===== src/rtl/pipe_pkg.sv =====
// pipe_pkg: shared forwarding selects, hazard FSM states and register constants
package pipe_pkg;
   localparam logic [1:0] FWD_RF    = 2'b00;
   localparam logic [1:0] FWD_MEMWB = 2'b01;
   localparam logic [1:0] FWD_EXMEM = 2'b10;
   localparam int         REG_X0    = 0;
   typedef enum logic {ST_IDLE = 1'b0, ST_STALL = 1'b1} state_t;
endpackage


===== src/rtl/hazard_forwarding_ctrl_fwd_select.sv =====
// fwd_select: single-operand bypass priority comparator (EX/MEM over MEM/WB over regfile)
module fwd_select
   import pipe_pkg::*;
#(
   parameter int REG_AW = 5
) (
   input  logic [REG_AW-1:0] rs,
   input  logic              used,
   input  logic [REG_AW-1:0] exmem_rd,
   input  logic              exmem_wb,
   input  logic [REG_AW-1:0] memwb_rd,
   input  logic              memwb_wb,
   output logic [1:0]        sel
);
   logic ex_hit;
   logic mem_hit;
   // x0 is hardwired zero, so a write to it must never be bypassed
   always_comb begin
      ex_hit  = exmem_wb && used && (exmem_rd != REG_AW'(REG_X0)) && (exmem_rd == rs);
      mem_hit = memwb_wb && used && (memwb_rd != REG_AW'(REG_X0)) && (memwb_rd == rs);
      sel     = ex_hit ? FWD_EXMEM : mem_hit ? FWD_MEMWB : FWD_RF;
   end
endmodule


===== src/rtl/hazard_forwarding_ctrl.sv =====
// hazard_forwarding_ctrl: EX-stage bypass selects, load-use stall FSM and stall-cycle counter
module hazard_forwarding_ctrl
   import pipe_pkg::*;
#(
   parameter int REG_AW   = 5,
   parameter int NUM_SRC  = 2,
   parameter int LOAD_LAT = 1,
   parameter int CNT_W    = 16
) (
   input  logic                      clk,
   input  logic                      rst_n,
   input  logic [NUM_SRC*REG_AW-1:0] ifid_rs,
   input  logic [NUM_SRC-1:0]        ifid_rs_used,
   input  logic [NUM_SRC*REG_AW-1:0] idex_rs,
   input  logic [NUM_SRC-1:0]        idex_rs_used,
   input  logic [REG_AW-1:0]         idex_rd,
   input  logic                      idex_wb,
   input  logic                      idex_mem_read,
   input  logic [REG_AW-1:0]         exmem_rd,
   input  logic                      exmem_wb,
   input  logic [REG_AW-1:0]         memwb_rd,
   input  logic                      memwb_wb,
   input  logic                      flush,
   input  logic                      clr_stats,
   output logic [2*NUM_SRC-1:0]      fwd_sel,
   output logic                      pc_hold,
   output logic                      ifid_hold,
   output logic                      idex_bubble,
   output logic [CNT_W-1:0]          stall_count
);
   localparam int REM_W = $clog2(LOAD_LAT + 1);

   if (LOAD_LAT < 1 || LOAD_LAT > 8) begin : g_bad_load_lat
      $error("hazard_forwarding_ctrl: LOAD_LAT must be in 1..8");
   end

   for (genvar i = 0; i < NUM_SRC; i++) begin : g_fwd
      fwd_select #(.REG_AW(REG_AW)) u_fwd_select (
         .rs       (idex_rs[i*REG_AW +: REG_AW]),
         .used     (idex_rs_used[i]),
         .exmem_rd (exmem_rd),
         .exmem_wb (exmem_wb),
         .memwb_rd (memwb_rd),
         .memwb_wb (memwb_wb),
         .sel      (fwd_sel[2*i +: 2])
      );
   end

   state_t           state_q, state_d;
   logic [REM_W-1:0] rem_q, rem_d;
   logic [CNT_W-1:0] cnt_q, cnt_d;
   logic             src_match;
   logic             haz;
   logic             stall;

   // load-use hazard: a load in ID/EX whose destination feeds an IF/ID operand
   always_comb begin
      src_match = 1'b0;
      for (int i = 0; i < NUM_SRC; i++)
         src_match = src_match | (ifid_rs_used[i] && (ifid_rs[i*REG_AW +: REG_AW] == idex_rd));
      haz = idex_mem_read && idex_wb && (idex_rd != REG_AW'(REG_X0)) && src_match;
   end

   // stall sequencing: first stall cycle is the detection cycle, STALL covers the rest
   always_comb begin
      state_d = state_q;
      rem_d   = rem_q;
      stall   = (state_q == ST_IDLE) ? (haz && !flush) : !flush;
      if (flush) begin
         state_d = ST_IDLE;
         rem_d   = '0;
      end else if (state_q == ST_IDLE) begin
         if (haz && LOAD_LAT > 1) begin
            state_d = ST_STALL;
            rem_d   = REM_W'(LOAD_LAT - 1);
         end
      end else begin
         rem_d   = rem_q - REM_W'(1);
         state_d = (rem_q == REM_W'(1)) ? ST_IDLE : ST_STALL;
      end
      cnt_d = clr_stats ? '0 : (stall && cnt_q != '1) ? cnt_q + CNT_W'(1) : cnt_q;
   end

   // state, remaining-cycle and performance-counter registers
   always_ff @(posedge clk or negedge rst_n) begin
      if (!rst_n) begin
         state_q <= ST_IDLE;
         rem_q   <= '0;
         cnt_q   <= '0;
      end else begin
         state_q <= state_d;
         rem_q   <= rem_d;
         cnt_q   <= cnt_d;
      end
   end

   assign pc_hold     = stall && rst_n;
   assign ifid_hold   = stall && rst_n;
   assign idex_bubble = stall && rst_n;
   assign stall_count = cnt_q;
endmodule


===== config.mk =====
export PLATFORM = sky130hd
export DESIGN_NAME = hazard_forwarding_ctrl
export DESIGN_NICKNAME = d
export VERILOG_FILES = /design/src/rtl/pipe_pkg.sv /design/src/rtl/hazard_forwarding_ctrl_fwd_select.sv /design/src/rtl/hazard_forwarding_ctrl.sv
export SDC_FILE = /design/constraint.sdc
export NUM_CORES = 1
export LEC_CHECK = 0
export CORE_MARGIN = 1
export CORE_UTILIZATION = 36
export CTS_CLUSTER_SIZE = 20
export DETAILED_ROUTE_END_ITERATION = 10
export PLACE_DENSITY_LB_ADDON = 0.1
export SLEW_MARGIN = 20
export SYNTH_ARGS = -nofsm -noshare
export SYNTH_HDL_FRONTEND = slang
export SYNTH_SLANG_ARGS = --single-unit
export TNS_END_PERCENT = 30

===== constraint.sdc =====
create_clock -name clk -period 2.25 [get_ports clk]
set_clock_uncertainty 0.1 [all_clocks]
set_input_delay 0.225 -clock clk [delete_from_list [all_inputs] [get_ports clk]]
set_output_delay 0.225 -clock clk [all_outputs]
set_load 0.1 [all_outputs]

Yosys cells after proc, flatten, opt, wreduce, memory -nomap -nowiden
Cells that the tools add are included.
{"block": "totals", "register_bits": 18, "latch_bits": 0, "ramBits": 0, "rom_bits": 0, "out_inout_bits": 23, "wordCells": 51, "n_memories": 0}
{"block": "op_classes", "add_sub_neg": 2, "multipliers": 0, "n_div": 0, "order_cmp": 0, "n_eq_ne": 7, "shift": 0, "muxes": 12, "bitwise_logic": 1, "n_reduce_logical": 26}
{"cell": "2-to-1 mux 16 bit", "n": 2}
{"cell": "== test 5 bit", "n": 6}
{"cell": "logical AND 1 bit", "n": 20}
{"cell": "adder 16 x 1 -> 16 bit (second input constant)", "n": 1}
{"cell": "inequality test 16 bit (second input constant)", "n": 1}
{"cell": "nonzero test 5 bit", "n": 3}
{"cell": "2-to-1 mux 1 bit", "n": 8}
{"cell": "2-to-1 mux 2 bit", "n": 2}
{"cell": "nonzero test 2 bit", "n": 2}
{"cell": "zero test 1 bit", "n": 1}
{"cell": "OR 1 bit", "n": 1}
{"cell": "subtractor 1 bit (second input constant)", "n": 1}

Logic depth before layout (Yosys ltp)
{"block": "depth", "word_depth": 9, "depth_mapped": 9, "ltp_nobuf": 7}

Modules after synthesis
A second synthesis with hierarchy kept.
{"block": "hier_totals", "hier_cells": 161, "area_unflattened_um2": 1422.6}
{"module": "hazard_forwarding_ctrl", "n_inst": 1, "cells_each": 121, "area_per_inst_um2": 1092.3}
{"module": "fwd_select", "n_inst": 2, "cells_each": 20, "area_per_inst_um2": 165.2}

Worst setup path after synthesis
No wires, ideal clock.
{"block": "synth_path", "path_kind": "input to output", "from": "input port idex_rd[1]", "to": "output port ifid_hold", "arrival_ps": 3752, "setup_slack_ps": -1827, "cell_stages": 6, "path_cell_list": "xnor2_1 nand4_1 o22a_1 o21a_1 nor3b_1 buf_4"}
{"block": "synth_via", "elab_chain_cells": 7, "elab_cells_between_ends": 11, "cone_classes": "eq/ne (2); mux (1); bitwise (1); reduce/logical (7)"}
{"element": "start: declaration", "line_no": "hazard_forwarding_ctrl.sv:16", "source": "input logic [REG_AW-1:0] idex_rd,"}
{"element": "== test 5 bit", "line_no": "hazard_forwarding_ctrl.sv:60", "source": "src_match = src_match | (ifid_rs_used[i] && (ifid_rs[i*REG_AW +: REG_AW] == idex_rd));"}
{"element": "logical AND 1 bit", "line_no": "hazard_forwarding_ctrl.sv:60"}
{"element": "OR 1 bit", "line_no": "hazard_forwarding_ctrl.sv:60"}
{"element": "logical AND 1 bit *", "line_no": "hazard_forwarding_ctrl.sv:61", "source": "haz = idex_mem_read && idex_wb && (idex_rd != REG_AW'(REG_X0)) && src_match;"}
{"element": "logical AND 1 bit *", "line_no": "hazard_forwarding_ctrl.sv:68", "source": "stall = (state_q == ST_IDLE) ? (haz && !flush) : !flush;"}
{"element": "2-to-1 mux 1 bit *", "line_no": "hazard_forwarding_ctrl.sv:68"}
{"element": "logical AND 1 bit *"}
{"element": "end: declaration", "line_no": "hazard_forwarding_ctrl.sv:27", "source": "output logic ifid_hold,"}
Mark *: on every way between the ends. The rest lies on a longest branch, timed or not.

Worst setup path in the final report
{"block": "layout_path", "from": "input port exmem_rd[2]", "to": "output port fwd_sel[0]"}
{"block": "layout_via", "elab_chain_cells": 4, "elab_cells_between_ends": 5, "cone_classes": "eq/ne (1); mux (1); reduce/logical (3)"}
{"element": "start: declaration", "line_no": "hazard_forwarding_ctrl.sv:19", "source": "input logic [REG_AW-1:0] exmem_rd,"}
{"element": "nonzero test 5 bit", "line_no": "hazard_forwarding_ctrl_fwd_select.sv:19", "source": "ex_hit = exmem_wb && used && (exmem_rd != REG_AW'(REG_X0)) && (exmem_rd == rs);"}
{"element": "logical AND 1 bit", "line_no": "hazard_forwarding_ctrl_fwd_select.sv:19"}
{"element": "logical AND 1 bit *", "line_no": "hazard_forwarding_ctrl_fwd_select.sv:19"}
{"element": "2-to-1 mux 2 bit *", "line_no": "hazard_forwarding_ctrl_fwd_select.sv:21", "source": "sel = ex_hit ? FWD_EXMEM : mem_hit ? FWD_MEMWB : FWD_RF;"}
{"element": "end: declaration", "line_no": "hazard_forwarding_ctrl.sv:25", "source": "output logic [2*NUM_SRC-1:0] fwd_sel,"}
Marks and branches as above.

==> flow_metrics.tcl <==
set metrics [dict create \
    vias_per_cell 5.159 \
    p_sw_share_pct 25.55 \
    synth_top_area_share_pct 31.97 \
    place_ws_ns -0.1906 \
    avgSynthCellArea_um2 8.591 \
    io_buffers 69 \
    power_density_nw_per_um2 329.8 \
    final.period_utilization_pct 98.26 \
    grt_usage_pct 21.69 \
    outcome "finished, final reports clean" \
    clock.fmax_ghz 0.4523 \
    drt_pass1_iterations 4 \
    power_switching_uw 208.3 \
    cts-buffers-inserted 3 \
    clock_latency_ns 0.26 \
    ys_seq_area_share_pct 31.97 \
    yosys_register_bits 18 \
    critPathKind "in -> out" \
    grt_pass1_vias 1578 \
    dp_cells 290 \
    post_drt_wl_per_cell_um 14.43 \
    syn_inst 164 \
    p_comb_share_pct 27.3 \
    fin_setup_tns_ns 0 \
    max_slew_margin_pct 70.27 \
    clock_sinks 18 \
    worstPathArrival_ns 1.89 \
    core_um2 3716 \
    whs_ns 0.2593 \
    initial_core_util_pct 37.91 \
    dieArea_um2 4167 \
    vias 1527 \
    synth_fp_nets 212 \
    std_cell_rows 22 \
    worst_pin_slew_ns 0.4445 \
    drtIter0Drc 55 \
    drive_gt1_share_pct 32.66 \
    synthFlopType "dfrtp_1" \
    hold_viol 0 \
    vdd_drop_max_uv 313.5 \
    rr_startpoint "stall_count[0]" \
    internal-power_uw 607.0 \
    grt_max_degree 19 \
    required_ns 1.92 \
    place.gp.congestion 0.7881 \
    fin_crit_ns 2.211 \
    synth_top_cell_by_area "dfrtp_1" \
    worstSetupStartpoint "exmem_rd[2]" \
    synth_warnings 0 \
    synth_edf_count 0 \
    postCtsHoldBufs 0 \
    globalRoute.totalOverflow 0 \
    pin_count 70 \
    mappedNetlistArea_um2 1409 \
    hpwl_mm 3.412 \
    clkPwrFrac_pct 33.0 \
    antenna_left 0 \
    ys_types 35 \
    power.leakage_nw 0.9895 \
    drt-total-wl_mm 4.272 \
    die_w_um 64.56 \
    drcViolationCount 0 \
    die_y_um 64.56 \
    stdcell_count 296 \
    cts.path.max_buffers 2 \
    finalSetupViolCount 0 \
    seqPwrFrac_pct 39.7 \
    root_buffer "clkbuf_8" \
    grt_pass1_wl_mm 7.134 \
    maxCapViolCount 0 \
    grt_setup_unrepaired "yes" \
    maxSlewViolCount 0 \
    finalWorstSetupSlack_ns 0.03918 \
    diodes 0 \
    finalCoreUtilization_pct 66.53 \
    hp-class "in -> async" \
    syn_to_final_growth_pct 75.49 \
    cts_tree "yes" \
    endpoint_kind "primary output" \
    htreeDepth 1 \
    antenna_found_initial 0 \
    setup.worst_path.start_class "input port" \
    synthArstFlopShare_pct 100.0 \
    clkTransAtPathRegs_ns 0.07 \
    nets 297 \
    path_max_fanout 2 \
    synth_area_leaders "dfrtp_1 32%, xnor2_1 14%, xor2_1 6.2%, or4_1 4.3%, nand3_1 3.9%" \
]
-- area by class of cell --
type	count	area, um^2
sequential	18	474.2
multi-input combinational	133	991.0
timing repair buffer	88	873.3
clock buffer	4	55.05
tap	48	60.06
fill	292	1244
inverter	5	18.77
-- what timing repair did --
action / 4_1_cts / 5_1_grt
endpoints found under the setup margin: 5 / 7
resized for setup: 8 / 12
pin swaps: 3 / 6
hold endpoints to repair: 0 / 0
buffers inserted: 2 / 0
-- per-layer routing --
layer	track usage (%)	vias up	part of all wire, %
met5	0	-	0
met4	6.389	0	0.84
met3	2.289	4	6.4
met2	39.08	54	51
met1	27.02	720	42
li1	-	749	-
-- power groups by stage --
stage / Sequential [mW] / Clock [mW] / Combinational (mW)
floorplan: 0.331 / 0 / 0.0770
global placement: 0.330 / 0 / 0.210
detailed placement: 0.330 / 0 / 0.216
CTS: 0.323 / 0.276 / 0.217
global route: 0.323 / 0.285 / 0.239
finish: 0.324 / 0.269 / 0.223
-- path summary, 6_finish.rpt --
path                       slack, ns        endpoint  cells after the start
setup / recovery                0.04      fwd_sel[0]                      6
hold / removal                  0.26         state_q                      2
setup reg to reg                0.12  stall_count[6]                      8
hold reg to reg                 0.35         state_q                      1
max in group asynchronous       1.57  stall_count[9]                      2
min in group clk                0.35         state_q                      1
-- worst max-delay path: stages --
cell,delay (ns)
clkdlybuf4s50_1,0.43
or4_4,0.50
o21ai_4,0.22
nor3_2,0.10
nor3_4,0.21
buf_12,0.20
-- cell usage after synthesis, types with 5 or more instances --
| cell | instances |
|---|---|
| xnor2_1 | 23 |
| dfrtp_1 | 18 |
| nand2_1 | 12 |
| nand3_1 | 11 |
| nor2_1 | 11 |
| xor2_1 | 10 |
| a21oi_1 | 8 |
| or4_1 | 8 |
| nor3_1 | 7 |
| o21ai_0 | 6 |
| or3_1 | 6 |
| inv_1 | 5 |
| nand4_1 | 5 |
| o21ai_1 | 5 |
-- logic make-up after synthesis --
group                    after synthesis  synth area share (%)
AND/OR/NAND/NOR                       70                 26.64
XOR/XNOR                              33                 20.51
AO/OA/AOI/OAI                         26                 11.54
flip-flops                            18                 31.97
buffers and inverters                 13                 5.862
multiplexers                           3                 2.575
adder cells (fa/ha/maj)                1                0.8880
-- flip-flops by register name, summed over array words and instances (netlist names) --
name	flops
state_q	1
rem_q	1
stall_count	16
-- layout by cell type (no fill, tap or decap), types with 6 or more instances in the layout --
cell type and n:
or4_1 6, clkdlybuf4s50_1 36, a21oi_1 8, nor2_1 11, nand2_1 12, buf_4 34
xnor2_1 20, nand3_1 10, dfrtp_2 13, xor2_1 10, buf_12 7, or3_1 6
-- per-stage QoR --
step                cell area [um^2]  total power [mW]
floorplan                       1519            0.4079
global placement                2351            0.5402
detailed placement              2351            0.5464
CTS                             2422            0.8164
global route                    2472            0.8473
finish                          2472            0.8153
Power figures use the tool's default switching activity.
